## config.mk

```make
export PLATFORM = sky130hd
export DESIGN_NAME = seg_chain_fsm
export DESIGN_NICKNAME = d
export VERILOG_FILES = /design/src/rtl/seg_chain_fsm.sv
export SDC_FILE = /design/constraint.sdc
export NUM_CORES = 1
export LEC_CHECK = 0
export BUFFER_PORTS_ARGS = -buffer_cell sky130_fd_sc_hd__clkbuf_2
export CAP_MARGIN = 25
export CORE_ASPECT_RATIO = 1.75
export CORE_MARGIN = 2
export CORE_UTILIZATION = 53
export CTS_BUF_LIST = sky130_fd_sc_hd__clkbuf_8
export CTS_CLUSTER_SIZE = 28
export DETAILED_ROUTE_END_ITERATION = 12
export MAX_ROUTING_LAYER = met4
export PLACE_DENSITY = 0.93
export SLEW_MARGIN = 20
export SYNTH_ARGS = -nofsm -noshare
export SYNTH_HDL_FRONTEND = slang
export SYNTH_SLANG_ARGS = --single-unit
```

## constraint.sdc

```tcl
create_clock -name clock -period 3.1 [get_ports clock]
set_clock_uncertainty 0.2 [all_clocks]
set_input_delay 0.31 -clock clock [delete_from_list [all_inputs] [get_ports clock]]
set_output_delay 0.31 -clock clock [all_outputs]
set_load 0.03 [all_outputs]
```

## src/rtl/seg_chain_fsm.sv

```systemverilog
// Multi-channel segmented chain FSM: each channel walks IDLE -> STAGE1..DEPTH on i,
// and a mid-chain drop of i routes it through a timed DRAIN into a sticky TRAP.
module seg_chain_fsm #(
  parameter int NCH          = 4,
  parameter int DEPTH        = 2,
  parameter int DRAIN_CYCLES = 1,
  parameter int WRAP_MODE    = 1,
  parameter int CNT_W        = 8,
  localparam int SW          = $clog2(DEPTH + 3)
) (
  input  logic                clock,
  input  logic                reset,
  input  logic [NCH-1:0]      en,
  input  logic [NCH-1:0]      i,
  input  logic [NCH-1:0]      clear_trap,
  output logic [NCH*SW-1:0]   state,
  output logic [NCH-1:0]      o,
  output logic [NCH-1:0]      trap,
  output logic                any_trap,
  output logic [CNT_W-1:0]    trap_count,
  output logic [NCH-1:0]      illegal
);

  localparam int DW   = (DRAIN_CYCLES > 1) ? $clog2(DRAIN_CYCLES) : 1;
  localparam int PW   = $clog2(NCH + 1);
  localparam int SUMW = CNT_W + PW;

  localparam logic [SW-1:0]    S_IDLE     = '0;
  localparam logic [SW-1:0]    S_FIRST    = SW'(1);
  localparam logic [SW-1:0]    S_LAST     = SW'(DEPTH);
  localparam logic [SW-1:0]    S_DRAIN    = SW'(DEPTH + 1);
  localparam logic [SW-1:0]    S_TRAP     = SW'(DEPTH + 2);
  localparam logic [DW-1:0]    DRAIN_LOAD = DW'(DRAIN_CYCLES - 1);
  localparam logic [CNT_W-1:0] CNT_MAX    = '1;

  logic [NCH-1:0] enter_trap;

  generate
    for (genvar gi = 0; gi < NCH; gi++) begin : g_ch
      logic [SW-1:0] state_reg;
      logic [DW-1:0] drain_reg;

      always_ff @(posedge clock) begin
        if (reset) begin
          state_reg <= S_IDLE;
          drain_reg <= '0;
        end else if (en[gi]) begin
          if (state_reg == S_IDLE) begin
            if (i[gi]) state_reg <= S_FIRST;
          end else if (state_reg < S_LAST) begin
            if (i[gi]) begin
              state_reg <= state_reg + SW'(1);
            end else begin
              state_reg <= S_DRAIN;
              drain_reg <= DRAIN_LOAD;
            end
          end else if (state_reg == S_LAST) begin
            state_reg <= (WRAP_MODE != 0) ? S_FIRST : S_IDLE;
          end else if (state_reg == S_DRAIN) begin
            if (drain_reg == '0) state_reg <= S_TRAP;
            else                 drain_reg <= drain_reg - DW'(1);
          end else if (state_reg == S_TRAP) begin
            if (clear_trap[gi]) state_reg <= S_IDLE;
          end else begin
            // unreachable encodings fall back to a clean IDLE
            state_reg <= S_IDLE;
            drain_reg <= '0;
          end
        end
      end

      assign state[gi*SW +: SW] = state_reg;
      assign o[gi]              = (state_reg == S_IDLE);
      assign trap[gi]           = (state_reg == S_TRAP);
      assign illegal[gi]        = (state_reg > S_TRAP);
      assign enter_trap[gi]     = en[gi] && (state_reg == S_DRAIN) && (drain_reg == '0);
    end
  endgenerate

  assign any_trap = |trap;

  logic [PW-1:0]    enter_num;
  logic [SUMW-1:0]  count_sum;
  logic [CNT_W-1:0] trap_count_reg;
  logic [CNT_W-1:0] trap_count_next;

  // sum is one channel-count wider than the counter so the clamp sees overflow
  always_comb begin
    enter_num = '0;
    for (int k = 0; k < NCH; k++) begin
      enter_num = enter_num + PW'(enter_trap[k]);
    end
    count_sum       = SUMW'(trap_count_reg) + SUMW'(enter_num);
    trap_count_next = (count_sum > SUMW'(CNT_MAX)) ? CNT_MAX : count_sum[CNT_W-1:0];
  end

  always_ff @(posedge clock) begin
    if (reset) trap_count_reg <= '0;
    else       trap_count_reg <= trap_count_next;
  end

  assign trap_count = trap_count_reg;

endmodule

```

* Word level (Yosys, flattened, before mapping) *
Index checks and enable logic that the tools add are counted.

word-level totals
  bits in registers = 24
  input bits = 14
  bits in latches = 0
  word-level logic and storage cells = 156
  output and inout port bits = 33
  ROM bits = 0
  memories = 0
  memory bits (writable) = 0

operators by class
  reductions and logical operators = 21
  shift-type cells = 0
  bitwise logic cells = 8
  $lt $le $gt $ge = 9
  multiplexer cells = 61
  equal/unequal tests = 36
  div/mod/pow operators = 0
  add/subtract/negate cells = 12
  multipliers = 0

operator list
  operator                                                                 count
  3-bit 2-to-1 mux                                                         36
  3-bit by 2-bit == test with 1-bit output, second input constant          8
  1-bit 2-to-1 mux                                                         24
  2-bit inequality test, second input constant                             12
  6-bit by 3-bit inequality test with 1-bit output, second input constant  4
  5-bit inequality test, second input constant                             4
  5-bit AND reduction                                                      4
  4-bit AND reduction                                                      4
  3-bit by 1-bit adder with 3-bit output, second input constant            4
  3-bit == test, second input constant                                     4
  3-bit > comparator, second input constant                                4
  3-bit logical NOT                                                        4
  3-bit by 2-bit < comparator with 1-bit output, second input constant     4
  3-bit by 1-bit inequality test with 1-bit output, second input constant  4
  8-bit by 3-bit adder with 9-bit output                                   1
  9-bit by 8-bit > comparator with 1-bit output, second input constant     1
  1-bit logical AND                                                        8
  8-bit 2-to-1 mux                                                         1
  1-bit NOT                                                                8
  4-bit OR reduction                                                       1
  1-bit subtractor, second input constant                                  4
  2-bit by 1-bit adder with 3-bit output                                   1
  3-bit by 1-bit adder with 3-bit output                                   1
  1-bit by 1-bit adder with 2-bit output                                   1

* Depth between registers and ports, before layout *
Gate-level depths: netlist (run 1).

  depth in word-level cells = 9
  depth in mapped cells = 11
  gate-level depth less buffers = 11

* Least setup slack after synthesis (run 1) *
Ideal clock, no wire load.

  path kind = register -> register
  start point = register g_ch[0].state_reg[1]
  end point = register trap_count_reg[0], in the netlist trap_count[0]
  path slack = 27 ps
  setup time = 71 ps
  stages on the path, launching flop included = 11
  period minus slack after synthesis = 3,073 ps
  path buffers = 0
  data required time = 2,829 ps
  arrival = 2,801 ps
  cell sequence = dfxtp_1 -> ha_1 -> ha_1 -> nand2_1 -> fa_1 -> fa_1 -> inv_1 -> fa_1 -> and4_1 -> nand4_1 -> a21oi_1

on the way
  longest elaborated chain between the ends = 9

RTL lines
  item                                           line  source
  from (decl)                                    40    logic [SW-1:0] state_reg;
  from (signal assigned)                         52    state_reg <= state_reg + SW'(1);
  from (signal assigned)                         58    state_reg <= (WRAP_MODE != 0) ? S_FIRST : S_IDLE;
  3-bit by 2-bit == test with 1-bit output *     76    assign enter_trap[gi] = en[gi] && (state_reg == S_DRAIN) && (drain_reg == '0);
  1-bit logical AND * (2 in a row)               76
  1-bit by 1-bit adder with 2-bit output *       91    enter_num = enter_num + PW'(enter_trap[k]);
  2-bit by 1-bit adder with 3-bit output *       91
  3-bit by 1-bit adder with 3-bit output *       91
  8-bit by 3-bit adder with 9-bit output *       93    count_sum = SUMW'(trap_count_reg) + SUMW'(enter_num);
  9-bit by 8-bit > comparator with 1-bit output  94    trap_count_next = (count_sum > SUMW'(CNT_MAX)) ? CNT_MAX : count_sum[CNT_W-1:0];
  8-bit 2-to-1 mux *                             94
  to (signal assigned)                           99    else trap_count_reg <= trap_count_next;
  to (decl)                                      84    logic [CNT_W-1:0] trap_count_reg;

Mark *: on every way between the ends. The rest lies on a longest branch, timed or not.
A chain may end at the register's enable or synchronous reset.

* Final worst setup path (run 1) *
  start point = register g_ch[0].state_reg[0]
  end point = register trap_count_reg[0], in the netlist trap_count[0]

The elaborated chain is that of the path after synthesis.

==> out/results.ini, run 1 <==
[run_status]
status=complete, no violations

[routing]
first_pass_iters=4
drc=0
vias=1542
wl_per_cell_um=14.2
first_iter_violations=36
antenna_left=0
drt-total-wl_um=3670
viasPerCell=5.95

[worst_setup_path]
path_class=register to register
worst_path_max_delay_cell=fa_1
slowest_delay_ns=0.45
cp-start-kind=register
cp_max_fo=6
crit_required_ns=3.08
arrival_ns=2.94
end_kind=register
cp_cell_sequence=ha_1, ha_1, nand2_1, fa_1, fa_1, inv_1, fa_1, and4_1, nand4_1, buf_4, a21oi_1
cp_common_cell=fa_1

[global_routing]
antenna_found_initial=0
grt_overflow_total=0
grt_first_pass_wirelength_um=5990
grt_start_max_net_pins=27
grtUsageTotal_pct=25.1
grt_pass1_vias=1432

[clock_tree]
cts_made_buffers=3
cts_tree=built
clock_latency_ns=0.26
path_clk_slew_ns=0.08
h-tree-depth=1
cts_sinks=20
hold_buffers=0
ctsLongestPathBuffers=2
cts_root_buffer=clkbuf_8

[synthesis]
synth_warnings=0
yosys.area.top_type_share_pct=26.9
synthesis.area_um2=1490
syn_area_per_cell_um2=8.17
ys_seq_area_share_pct=26.9
syn_inst=182
synth_nets=216
async_flop_share_pct=0
ys_ff_latch=20
ys_types=37
synthFlopType=dfxtp_1
synth-edff-count=0
synth_top_cell_by_area=dfxtp_1
synthTopCellsByArea=dfxtp_1 (27%), ha_1 (14%), inv_1 (6.8%), nor2_1 (4.3%), fa_1 (4.0%)

[final_layout]
final_util_pct=67.9
fin_nets=267
final_cell_mix=clkbuf_2 (46), inv_1 (27), dfxtp_1 (18), nor2_1 (17), ha_1 (17)
layout_commonest_cell=clkbuf_2
stdcell_area_um2=1830
layout-drive-gt1-share_pct=28.0
area_growth_pct=22.8
fin_cells=259
diodes=0
largest_register_ff_count=12

[pwr]
power.density_nw_per_um2=399
power.total_mw=0.727
irDropWorstVdd_mv=0.336
p_leak_nw=0.878

[timing]
report.final.setup_viol=0
relSlewSlack_pct=55.7
hold_ws_ns=0.183
finalHoldViolCount=0
post-route-min-period_ns=2.96
setup-tns-final_ns=0
timing.final.crit_share_pct=95.4
max_freq_mhz=338
fin_ws_ns=0.143
drv_slew=0
worst_pin_slew_ns=0.659

[die]
rows=25
dieArea_um2=3260
dieHeight_um=74.1
core-area_um2=2690
pin_count=47
die_w_um=44.0
initial_utilization_pct=55.3

[min_path]
hold_class=input port to register

[placed_design]
dp_cells=254
place_congestion=0.830
numPortBuffers=46
dp_slack_ns=0.135
hpwl_um=2810
dpl_cell_area_um2=1750

[run]
maxCapViolations=0

==> layout make-up <==
cell class,instances,area [um^2]
inverter,27,101
clock buffer,4,55.1
sequential,20,403
tap,27,33.8
fill,233,865
timing repair buffer,51,268
multi-input combinational,130,965
==> cell families (layout without fill, tap and decap cells) <==
kind of cell / count (synthesis) / count (layout) / share of synthesized area, %
AO/OA/AOI/OAI: 43 / 43 / 21.1
XOR/XNOR: 3 / 3 / 1.77
adder cells (fa/ha/maj): 20 / 20 / 18.4
buffers and inverters: 32 / 82 / 8.67
flip-flops: 20 / 20 / 26.9
AND/OR/NAND/NOR: 64 / 64 / 23.1
==> worst paths after layout <==
path | from | depth (start not counted) | slack (ns) | to
max | g_ch[0].state_reg[0] | 11 | 0.14 | trap_count[0]
min | en[1] | 2 | 0.18 | g_ch[1].state_reg[0]
max reg2reg | g_ch[0].state_reg[0] | 11 | 0.14 | trap_count[0]
min reg2reg | g_ch[2].state_reg[0] | 2 | 0.33 | g_ch[2].state_reg[0]
==> power breakdown <==
| part | internal (mW) | total [mW] | switching [mW] |
|---|---|---|---|
| combinational | 0.0780 | 0.233 | 0.155 |
| sequential | 0.271 | 0.290 | 0.0196 |
| clock | 0.113 | 0.204 | 0.0906 |
==> critical path, delay by kind of cell, from the launching register on <==
kind,cells,cell delay (ns)
buffers and inverters,2,0.25
flip-flops,1,0.35
AO/OA/AOI/OAI,1,0.14
adder cells (fa/ha/maj),5,1.49
AND/OR/NAND/NOR,3,0.46
==> metal layers <==
metal	global-route usage, %	vias to the layer above	part of all wire, %
met2	45.6	67	56
met1	25.8	719	35
li1	-	748	-
met5	-	-	0
met3	0.728	8	5.8
met4	14.8	0	2.8
==> timing repair <==
| item | in CTS | in global routing |
|---|---|---|
| hold endpoints to repair | 0 | 0 |
| endpoints found under the setup margin | 0 | 5 |
| buffers inserted | 0 | 1 |
| resized for setup | 0 | 4 |
==> synth_stat cells (2+ instances only) <==
| cell type | number |
|---|---|
| a211oi_1 | 2 |
| o211ai_1 | 2 |
| nor4_1 | 2 |
| nor2b_1 | 4 |
| ha_1 | 17 |
| xor2_1 | 2 |
| nand3_1 | 3 |
| o21ai_0 | 8 |
| o41ai_1 | 6 |
| nor3_1 | 8 |
| a31oi_1 | 7 |
| nand4_1 | 2 |
| or4_1 | 2 |
| nand3b_1 | 5 |
| inv_1 | 27 |
| dfxtp_1 | 20 |
| nand2_1 | 12 |
| a21oi_1 | 8 |
| nor2_1 | 17 |
| fa_1 | 3 |
| or3b_1 | 4 |
| clkbuf_1 | 3 |
| o31ai_1 | 4 |
(Power assumes the default switching activity.)
==> run 2: changes to the inputs <==
Settings changed: CELL_PAD_IN_SITES_DETAIL_PLACEMENT set to 2, CELL_PAD_IN_SITES_GLOBAL_PLACEMENT set to 2, CORE_UTILIZATION 53 to 30.
==> out/results.ini, run 2 (synthesis gave the netlist of run 1 again) <==
[run_status]
status=complete, no violations  ; unchanged

[placed_design]
numPortBuffers=46  ; unchanged
dp_slack_ns=-0.00793  ; was 0.135 ns
place_congestion=0.801  ; was 0.830
hpwl_um=3800  ; was 2810 um
dpl_cell_area_um2=1800  ; was 1750 um^2

[timing]
rsz0062_at_grt=false
max_freq_mhz=343  ; was 338 MHz
finalHoldViolCount=0  ; unchanged
post-route-min-period_ns=2.91  ; was 2.96 ns
timing.final.crit_share_pct=94.0  ; was 95.4%
drv_slew=0  ; unchanged
worst_pin_slew_ns=0.634  ; was 0.659 ns
relSlewSlack_pct=57.4  ; was 55.7%
report.final.setup_viol=0  ; unchanged
fin_ws_ns=0.185  ; was 0.143 ns

[final_layout]
diodes=0  ; unchanged
fin_nets=269  ; was 267
final_cell_mix=clkbuf_2 (46), inv_1 (26), dfxtp_1 (18), nor2_1 (17), ha_1 (17)  ; was clkbuf_2 (46), inv_1 (27), dfxtp_1 (18), nor2_1 (17), ha_1 (17)
largest_register_ff_count=12  ; unchanged
layout_commonest_cell=clkbuf_2  ; unchanged
area_growth_pct=27.6  ; was 22.8%
layout-drive-gt1-share_pct=29.9  ; was 28.0%
stdcell_area_um2=1900  ; was 1830 um^2

[worst_setup_path]
cp_cell_sequence=ha_1, ha_1, nand2_1, fa_1, fa_2, inv_2, fa_2, and4_4, nand4_1, buf_4, a21oi_2  ; was ha_1, ha_1, nand2_1, fa_1, fa_1, inv_1, fa_1, and4_1, nand4_1, buf_4, a21oi_1
end_kind=register  ; unchanged
path_buf_inv=2  ; unchanged
crit_required_ns=3.10  ; was 3.08 ns
worst_path_max_delay_cell=fa_1  ; unchanged
path_class=register to register  ; unchanged
slowest_delay_ns=0.44  ; was 0.45 ns
cp-start-kind=register  ; unchanged
rr_worst_depth=11  ; unchanged
ff2ff_setup_slack_ns=0.19  ; was 0.14 ns
cp_num_cells=11  ; unchanged
arrival_ns=2.92  ; was 2.94 ns
crit_family=adder cells  ; unchanged
cp_max_fo=6  ; unchanged

[die]
pin_count=47  ; unchanged
die_w_um=57.2  ; was 44.0 um
core-area_um2=4750  ; was 2690 um^2
dieHeight_um=97.1  ; was 74.1 um
dieArea_um2=5560  ; was 3260 um^2
rows=33  ; was 25
initial_utilization_pct=31.3  ; was 55.3%

[clock_tree]
cts_sinks=20  ; unchanged
path_clk_slew_ns=0.08  ; about the same
cts_root_buffer=clkbuf_8  ; unchanged
cts_tree=built  ; unchanged
hold_buffers=0  ; unchanged
ctsLongestPathBuffers=2  ; unchanged
h-tree-depth=1  ; unchanged
cts_made_buffers=3  ; unchanged
clock_latency_ns=0.28  ; was 0.26 ns

[routing]
antenna_left=0  ; unchanged
drc=0  ; unchanged
viasPerCell=5.44  ; was 5.95
drt-total-wl_um=4930  ; was 3670 um
vias=1556  ; was 1542
first_iter_violations=34  ; was 36
wl_per_cell_um=17.2  ; was 14.2 um
first_pass_iters=4  ; unchanged

[global_routing]
grt_overflow_total=0  ; unchanged
antenna_found_initial=0  ; unchanged
grt_start_max_net_pins=27  ; unchanged
grt_pass1_vias=1687  ; was 1432
grt_first_pass_wirelength_um=8110  ; was 5990 um
grtUsageTotal_pct=19.0  ; was 25.1%

[pwr]
irDropWorstVdd_mv=0.237  ; was 0.336 mV
power.density_nw_per_um2=428  ; was 399 nW/um^2
p_leak_nw=0.893  ; was 0.878 nW

[min_path]
holdPathStages=2  ; unchanged
hold_class=input port to register  ; unchanged

[run]
maxCapViolations=0  ; unchanged

[run 2: worst paths after layout]
check,from,to
max,g_ch[2].state_reg[0],trap_count[0]
min,en[1],g_ch[1].state_reg[0]
max reg2reg,g_ch[2].state_reg[0],trap_count[0]
min reg2reg,g_ch[2].state_reg[0],g_ch[2].state_reg[0]
[run 2: what timing repair did]
action                                  in CTS  in global routing
buffers inserted                             1                  0
endpoints found under the setup margin       5                  6
gates cloned                                 0                  0
gates resized for setup                      2                  8
pin swaps                                    1                  3
[run 2: routing by layer]
layer	global-route usage, %	wire length (um)
met1	19.0	1810
met2	34.4	2830
met3	2.13	122
met4	10.4	171
met5	-	0
[run 2: layout make-up]
type / count / area [um^2]
tap: 52 / 65.1
clock inverter: 1 / 30.0
inverter: 27 / 101
timing repair buffer: 53 / 283
sequential: 20 / 408
fill: 567 / 2850
clock buffer: 3 / 41.3
multi-input combinational: 130 / 968
[run 2: power by group]
group          switching (mW)  internal [mW]  total [mW]
clock                   0.104          0.173       0.277
combinational           0.167         0.0809       0.248
sequential             0.0173          0.271       0.288
total                   0.288          0.525       0.813
[run 2: through the flow]
stage	util, %	instances	setup TNS, ns	hold slack (ns)	power (mW)
finish	39.9	286	0	0.163	0.813
global route	39.9	286	0	0.176	0.848
CTS	39.7	286	0	0.165	0.822
detailed placement	37.9	281	-0.0108	0.351	0.542
global placement	37.9	281	0	0.338	0.532
floorplan	-	182	0	0.262	0.459
